==> src/rtl/ps2_host_transmitter_pkg.sv <==
// Shared definitions for the PS/2 host-to-device transmitter: FSM states, timing defaults,
// well-known command bytes and small helper functions.
package ps2_host_transmitter_pkg;

    typedef enum logic [2:0] {
        ST_IDLE      = 3'd0,
        ST_INHIBIT   = 3'd1,
        ST_REQ       = 3'd2,
        ST_DATA      = 3'd3,
        ST_ACK       = 3'd4,
        ST_WAIT_IDLE = 3'd5,
        ST_DONE      = 3'd6,
        ST_ERROR     = 3'd7
    } ps2_tx_state_e;

    localparam int unsigned DEF_INHIBIT_CYCLES = 32'd5000;
    localparam int unsigned DEF_START_TIMEOUT  = 32'd750000;
    localparam int unsigned DEF_XFER_TIMEOUT   = 32'd100000;

    localparam logic [7:0] CMD_SET_LEDS = 8'hED;
    localparam logic [7:0] CMD_ENABLE   = 8'hF4;
    localparam logic [7:0] CMD_RESET    = 8'hFF;

    // Released open-drain lines read back high
    localparam logic LINE_IDLE = 1'b1;

    function automatic logic odd_parity(input logic [7:0] data);
        return ~^data;
    endfunction

    function automatic int unsigned max_u(input int unsigned a, input int unsigned b);
        return (a > b) ? a : b;
    endfunction

endpackage

==> src/rtl/ps2_line_sync.sv <==
// Two-flop synchroniser for one PS/2 pad plus falling-edge detect on the synchronised level.
module ps2_line_sync
    import ps2_host_transmitter_pkg::*;
(
    input  logic clk,
    input  logic rst,
    input  logic line_in,
    output logic line_sync,
    output logic line_fall
);

    logic meta_r;
    logic sync_r;
    logic prev_r;

    // Synchroniser chain plus one cycle of history for edge detection
    always_ff @(posedge clk or negedge rst) begin
        if (!rst) begin
            meta_r <= LINE_IDLE;
            sync_r <= LINE_IDLE;
            prev_r <= LINE_IDLE;
        end else begin
            meta_r <= line_in;
            sync_r <= meta_r;
            prev_r <= sync_r;
        end
    end

    assign line_sync = sync_r;
    assign line_fall = prev_r & ~sync_r;

endmodule

==> src/rtl/ps2_host_transmitter.sv <==
// PS/2 host-to-device command sender: inhibit, request-to-send, 10 frame bits on device clock
// falling edges, ACK check, then a one-cycle done or error pulse. Outputs are all registered.
module ps2_host_transmitter
    import ps2_host_transmitter_pkg::*;
#(
    parameter int unsigned INHIBIT_CYCLES = DEF_INHIBIT_CYCLES,
    parameter int unsigned START_TIMEOUT  = DEF_START_TIMEOUT,
    parameter int unsigned XFER_TIMEOUT   = DEF_XFER_TIMEOUT
)(
    input  logic       clk,
    input  logic       rst,
    input  logic [7:0] tx_data,
    input  logic       tx_strb,
    output logic       tx_busy,
    output logic       tx_done,
    output logic       tx_error,
    input  logic       ps2_clk_in,
    input  logic       ps2_data_in,
    output logic       ps2_clk_oe,
    output logic       ps2_data_oe
);

    // Wide enough for whichever limit is largest, so the transfer timer can share the width
    localparam int unsigned TMR_W =
        $clog2(max_u(max_u(INHIBIT_CYCLES, START_TIMEOUT), XFER_TIMEOUT) + 32'd1);
    localparam logic [TMR_W-1:0] INH_LAST   = TMR_W'(INHIBIT_CYCLES - 32'd1);
    localparam logic [TMR_W-1:0] START_LAST = TMR_W'(START_TIMEOUT);
    localparam logic [TMR_W-1:0] XFER_LAST  = TMR_W'(XFER_TIMEOUT);

    ps2_tx_state_e    state_r, state_s;
    logic [TMR_W-1:0] timer_r, timer_s;
    logic [TMR_W-1:0] xfer_r, xfer_s;
    logic [3:0]       bit_cnt_r, bit_cnt_s;
    logic [7:0]       data_r, data_s;
    logic             par_r, par_s;
    logic             clk_oe_r, clk_oe_s;
    logic             data_oe_r, data_oe_s;
    logic             busy_r, busy_s;
    logic             done_r, done_s;
    logic             error_r, error_s;
    logic             terminal_s;
    logic [9:0]       frame_s;
    logic             clk_sync_s, clk_fall_s;
    logic             data_sync_s, data_fall_unused_s;

    ps2_line_sync u_clk_sync (
        .clk       (clk),
        .rst       (rst),
        .line_in   (ps2_clk_in),
        .line_sync (clk_sync_s),
        .line_fall (clk_fall_s)
    );

    ps2_line_sync u_data_sync (
        .clk       (clk),
        .rst       (rst),
        .line_in   (ps2_data_in),
        .line_sync (data_sync_s),
        .line_fall (data_fall_unused_s)
    );

    // Frame bits in send order: data LSB first, odd parity, stop
    assign frame_s = {1'b1, par_r, data_r};

    // Next-state and next-output logic; pulses and line releases derive from the next state
    always_comb begin
        state_s   = state_r;
        data_s    = data_r;
        par_s     = par_r;
        bit_cnt_s = bit_cnt_r;
        clk_oe_s  = 1'b0;
        data_oe_s = data_oe_r;
        busy_s    = busy_r;
        case (state_r)
            ST_IDLE: begin
                data_oe_s = 1'b0;
                if (tx_strb) begin
                    data_s    = tx_data;
                    par_s     = odd_parity(tx_data);
                    bit_cnt_s = 4'd0;
                    busy_s    = 1'b1;
                    clk_oe_s  = 1'b1;
                    state_s   = ST_INHIBIT;
                end else begin
                    busy_s    = 1'b0;
                end
            end
            ST_INHIBIT: begin
                if (timer_r == INH_LAST) begin
                    data_oe_s = 1'b1;
                    state_s   = ST_REQ;
                end else begin
                    clk_oe_s  = 1'b1;
                end
            end
            ST_REQ: begin
                if (clk_fall_s) begin
                    data_oe_s = ~frame_s[bit_cnt_r];
                    bit_cnt_s = bit_cnt_r + 4'd1;
                    state_s   = ST_DATA;
                end else if (timer_r == START_LAST) begin
                    state_s   = ST_ERROR;
                end else begin
                    data_oe_s = 1'b1;
                end
            end
            ST_DATA: begin
                if (xfer_r == XFER_LAST) begin
                    state_s   = ST_ERROR;
                end else if (clk_fall_s) begin
                    data_oe_s = ~frame_s[bit_cnt_r];
                    bit_cnt_s = bit_cnt_r + 4'd1;
                    state_s   = (bit_cnt_r == 4'd9) ? ST_ACK : ST_DATA;
                end else begin
                    state_s   = ST_DATA;
                end
            end
            ST_ACK: begin
                if (xfer_r == XFER_LAST) begin
                    state_s = ST_ERROR;
                end else if (clk_fall_s) begin
                    state_s = data_sync_s ? ST_ERROR : ST_WAIT_IDLE;
                end else begin
                    state_s = ST_ACK;
                end
            end
            ST_WAIT_IDLE: begin
                if (xfer_r == XFER_LAST) begin
                    state_s = ST_ERROR;
                end else if (clk_sync_s && data_sync_s) begin
                    state_s = ST_DONE;
                end else begin
                    state_s = ST_WAIT_IDLE;
                end
            end
            ST_DONE:  state_s = ST_IDLE;
            ST_ERROR: state_s = ST_IDLE;
            default:  state_s = ST_IDLE;
        endcase

        done_s     = (state_s == ST_DONE);
        error_s    = (state_s == ST_ERROR);
        terminal_s = done_s | error_s;
        busy_s     = busy_s & ~terminal_s;
        clk_oe_s   = clk_oe_s & ~terminal_s;
        data_oe_s  = data_oe_s & ~terminal_s;

        // One shared state timer restarts on every state change; the transfer timer runs from the first edge
        timer_s = ((state_s != state_r) || (state_r == ST_IDLE)) ? {TMR_W{1'b0}} : timer_r + TMR_W'(1);
        xfer_s  = ((state_r == ST_DATA) || (state_r == ST_ACK) || (state_r == ST_WAIT_IDLE))
                  ? xfer_r + TMR_W'(1) : {TMR_W{1'b0}};
    end

    // State, datapath and registered outputs
    always_ff @(posedge clk or negedge rst) begin
        if (!rst) begin
            state_r   <= ST_IDLE;
            timer_r   <= {TMR_W{1'b0}};
            xfer_r    <= {TMR_W{1'b0}};
            bit_cnt_r <= 4'd0;
            data_r    <= 8'h00;
            par_r     <= 1'b0;
            clk_oe_r  <= 1'b0;
            data_oe_r <= 1'b0;
            busy_r    <= 1'b0;
            done_r    <= 1'b0;
            error_r   <= 1'b0;
        end else begin
            state_r   <= state_s;
            timer_r   <= timer_s;
            xfer_r    <= xfer_s;
            bit_cnt_r <= bit_cnt_s;
            data_r    <= data_s;
            par_r     <= par_s;
            clk_oe_r  <= clk_oe_s;
            data_oe_r <= data_oe_s;
            busy_r    <= busy_s;
            done_r    <= done_s;
            error_r   <= error_s;
        end
    end

    assign tx_busy     = busy_r;
    assign tx_done     = done_r;
    assign tx_error    = error_r;
    assign ps2_clk_oe  = clk_oe_r;
    assign ps2_data_oe = data_oe_r;

endmodule

==> config.mk <==
export PLATFORM = sky130hd
export DESIGN_NAME = ps2_host_transmitter
export DESIGN_NICKNAME = d
export VERILOG_FILES = /design/src/rtl/ps2_host_transmitter_pkg.sv /design/src/rtl/ps2_line_sync.sv /design/src/rtl/ps2_host_transmitter.sv
export SDC_FILE = /design/constraint.sdc
export NUM_CORES = 1
export LEC_CHECK = 0
export CORE_ASPECT_RATIO = 1.25
export CORE_MARGIN = 4
export CORE_UTILIZATION = 44
export CTS_CLUSTER_DIAMETER = 200
export CTS_CLUSTER_SIZE = 30
export DETAILED_ROUTE_END_ITERATION = 8
export PLACE_DENSITY = 0.59
export SLEW_MARGIN = 40
export SYNTH_ARGS = -nofsm -noshare
export SYNTH_HDL_FRONTEND = slang
export SYNTH_SLANG_ARGS = --single-unit
==> constraint.sdc <==
create_clock -name clk -period 5.72 [get_ports clk]
set_clock_uncertainty 0.15 [all_clocks]
set_input_delay 1.144 -clock clk [delete_from_list [all_inputs] [get_ports clk]]
set_output_delay 1.144 -clock clk [all_outputs]
set_load 0.02 [all_outputs]
==> flow_results.xml <==
<?xml version="1.0" encoding="UTF-8"?>
<metrics>
  <group name="run_status">
    <metric name="run_status" unit="">completed</metric>
  </group>
  <group name="sta">
    <metric name="min_period" unit="ps">2621</metric>
    <metric name="rsz0062_at_grt" unit="">false</metric>
    <metric name="final.period_utilization" unit="%">45.82</metric>
    <metric name="timing.setup.tns" unit="ps">0</metric>
    <metric name="worst-slew-pin-transition" unit="ps">592.6</metric>
    <metric name="finalHoldViolCount" unit="">0</metric>
    <metric name="final.hold.worst_slack" unit="ps">216.0</metric>
    <metric name="clock.fmax" unit="MHz">381.5</metric>
    <metric name="max_slew_headroom" unit="%">60.49</metric>
    <metric name="setup_viol" unit="">0</metric>
    <metric name="report.final.slew_viol_count" unit="">0</metric>
  </group>
  <group name="final_layout">
    <metric name="ff_latch_area" unit="µm²">1658</metric>
    <metric name="antenna_cells" unit="">0</metric>
    <metric name="fin_util" unit="%">52.11</metric>
    <metric name="multi_input_comb_area" unit="µm²">1708</metric>
    <metric name="drive_gt1_share" unit="%">9.788</metric>
    <metric name="final_net_count" unit="">393</metric>
    <metric name="fillers" unit="">687</metric>
    <metric name="area_growth" unit="%">12.97</metric>
    <metric name="most-common-layout-cells" unit="">nor2_1, dfrtp_1, nand2_1</metric>
  </group>
  <group name="global_routing">
    <metric name="grt-ovfl-total" unit="">0</metric>
    <metric name="wire_length_of_the_first_global_routing_pass" unit="mm">11.72</metric>
    <metric name="antenna_found_initial" unit="">0</metric>
    <metric name="first_global_vias" unit="">2608</metric>
    <metric name="largest_net_degree_at_the_start_of_global_routing" unit="">67</metric>
    <metric name="track_usage" unit="%">15.91</metric>
  </group>
  <group name="routing">
    <metric name="route.detailed.drc" unit="">0</metric>
    <metric name="detailroute.via_count" unit="">2518</metric>
    <metric name="route.final.wire_length" unit="mm">6.724</metric>
    <metric name="drtAntennaViolNets" unit="">0</metric>
    <metric name="post_drt_wl_per_cell" unit="µm">14.31</metric>
    <metric name="drt_iter0_markers" unit="">83</metric>
    <metric name="drt-vias-per-instance" unit="">5.357</metric>
    <metric name="detailedRoute.firstPassIterationCount" unit="">4</metric>
  </group>
  <group name="logic_synthesis">
    <metric name="area_share_of_the_leading_cell_type_in_the_synthesized_netlist" unit="%">44.19</metric>
    <metric name="syn-mean-instance-area" unit="µm²">9.814</metric>
    <metric name="yosys_warnings" unit="">0</metric>
    <metric name="mappedNetlistNets" unit="">371</metric>
    <metric name="synthTopCellsByArea" unit="">dfrtp_1, nor2_1, xnor2_1</metric>
    <metric name="synth_async_sr_flop_share" unit="%">100.0</metric>
    <metric name="share_of_the_yosys_chip_area_belonging_to_registers" unit="%">47.99</metric>
    <metric name="synth.cell_area" unit="µm²">3455</metric>
    <metric name="synth_top_area_cell" unit="">dfrtp_1</metric>
    <metric name="synthesis.instances" unit="">352</metric>
    <metric name="synth_enable_flop_cells" unit="">0</metric>
    <metric name="postSynth.topFlopCell" unit="">dfrtp_1</metric>
    <metric name="netlist-cell-type-count" unit="">49</metric>
    <metric name="synth_seq_cells" unit="">66</metric>
  </group>
  <group name="setup_path">
    <metric name="worstSetupEndpointType" unit="">output pin</metric>
    <metric name="max_stage_delay" unit="ps">610</metric>
    <metric name="critical_path_class" unit="">register to output pin</metric>
    <metric name="worst_setup_path_start_kind" unit="">register</metric>
    <metric name="crit_path_cell_trace" unit="">clkdlybuf4s50_1</metric>
    <metric name="arrival" unit="ps">1330</metric>
    <metric name="critPathBufInv" unit="">1</metric>
    <metric name="path_max_fanout" unit="">3</metric>
    <metric name="gate_family_responsible_for_the_most_delay_along_the_worst_path" unit="">buffers and inverters</metric>
    <metric name="cp_data_required_time" unit="ps">4430</metric>
    <metric name="cp_slowest_cell" unit="">clkdlybuf4s50_1</metric>
  </group>
  <group name="die">
    <metric name="initial_utilization" unit="%">46.13</metric>
    <metric name="fp.dieArea" unit="µm²">9341</metric>
    <metric name="die_w" unit="µm">87.25</metric>
    <metric name="ports" unit="">18</metric>
    <metric name="rows" unit="">35</metric>
    <metric name="floorplan.die.height" unit="µm">107.1</metric>
    <metric name="core_area" unit="µm²">7488</metric>
  </group>
  <group name="power_and_ir_drop">
    <metric name="vdd_drop_max" unit="mV">0.1159</metric>
    <metric name="p_leak" unit="µW">0.001629</metric>
    <metric name="power_per_cell_area" unit="nW/µm²">225.8</metric>
  </group>
  <group name="cts">
    <metric name="cts_tree" unit="">yes</metric>
    <metric name="quantity_of_hold_fixing_buffers_added_after_cts" unit="">0</metric>
    <metric name="cts.reportedPaths.clkPinSlew" unit="ps">70</metric>
    <metric name="worstSkewPairLatency" unit="ps">340</metric>
    <metric name="ctsRootBufferMaster" unit="">clkbuf_8</metric>
    <metric name="clk_path_buf_depth" unit="">2</metric>
    <metric name="cts.sinks" unit="">66</metric>
    <metric name="post_cts_resized" unit="">0</metric>
    <metric name="htree_levels" unit="">3</metric>
    <metric name="cts_inserted_buffers" unit="">9</metric>
    <metric name="post_cts_buffers" unit="">0</metric>
  </group>
  <group name="job">
    <metric name="maxcap_violations" unit="">0</metric>
  </group>
  <group name="placement">
    <metric name="gp_congestion" unit="">0.8132</metric>
    <metric name="detailedPlacementHpwl" unit="mm">4.683</metric>
    <metric name="placement.io_buffers" unit="">17</metric>
  </group>
  <group name="min_path">
    <metric name="hold_class" unit="">register to register</metric>
  </group>
</metrics>
-- cells in the mapped netlist (all sizes together), types with 2 or more instances --
cell type,n
a211oi,2
a21o,3
a21oi,7
and2,4
and3,7
and4,4
buf,4
clkbuf,5
dfrtp,61
dfstp,5
ha,6
inv,12
mux2,9
mux2i,2
mux4,2
nand2,28
nand2b,3
nand3,14
nand4,8
nor2,61
nor2b,8
nor3,6
nor3b,3
nor4,3
nor4b,4
nor4bb,2
o21ai,15
o22ai,2
o31ai,2
or3,6
xnor2,26
xor2,14
-- power by group --
| group | internal [µW] | switching (µW) |
|---|---|---|
| clock network | 210 | 170 |
| logic | 14.1 | 16.7 |
| registers | 470 | 1.05 |
-- through the flow --
step,instances,cell area [µm²],setup WS [ps],power (µW)
floorplan,352,3455,3466,490.0
global placement,455,3714,2877,511.0
detailed placement,455,3714,2848,511.3
CTS,470,3899,3081,892.2
global route,470,3902,3054,918.6
finish,470,3902,3099,881.1
-- cell families (layout without fill, tap and decap cells) --
kind of cell,Yosys count,after routing,synth area share [%]
adder cells (fa/ha/maj),6,6,2.173
flip-flops,66,66,47.99
AO/OA/AOI/OAI,42,42,7.932
AND/OR/NAND/NOR,164,164,24.38
buffers and inverters,21,47,2.571
multiplexers,13,13,4.817
XOR/XNOR,40,40,10.14
-- area by class of cell --
class,instances,share of cell area (%)
flip-flops and latches,66,42.48
clock inverters,3,1.026
clock buffers,12,3.719
well taps,92,2.950
inverters,12,1.154
multi-input cells,265,43.76
repair buffers,20,4.905
-- final timing paths --
kind	from	to	slack [ps]	depth (start not counted)
max	ps2_data_oe$_DFF_PN0_	ps2_data_oe	3100	1
min	u_clk_sync.meta_r$_DFF_PN1_	u_clk_sync.line_sync$_DFF_PN1_	220	0
max reg2reg	u_clk_sync.prev_r$_DFF_PN1_	tx_error$_DFF_PN0_	3320	6
min reg2reg	u_clk_sync.meta_r$_DFF_PN1_	u_clk_sync.line_sync$_DFF_PN1_	220	0
max in group asynchronous	rst	timer_r[8]$_DFF_PN0_	4270	2
min in group asynchronous	rst	data_r[2]$_DFFE_PN0P_	730	2
-- metal layers --
layer | global-route usage, % | wire length [µm] | vias up
li1 | - | - | 1261
met1 | 19.97 | 3117 | 1211
met2 | 26.02 | 3238 | 36
met3 | 3.613 | 242 | 10
met4 | 6.689 | 126 | 0
met5 | 0 | 0 | -
-- sequential cells by signal, indices dropped and copies added (netlist names), 3 cells and up --
name / flops
bit_cnt_r: 4
timer_r: 20
data_r: 8
state_r: 3
xfer_r: 20
(Power assumes the default switching activity.)
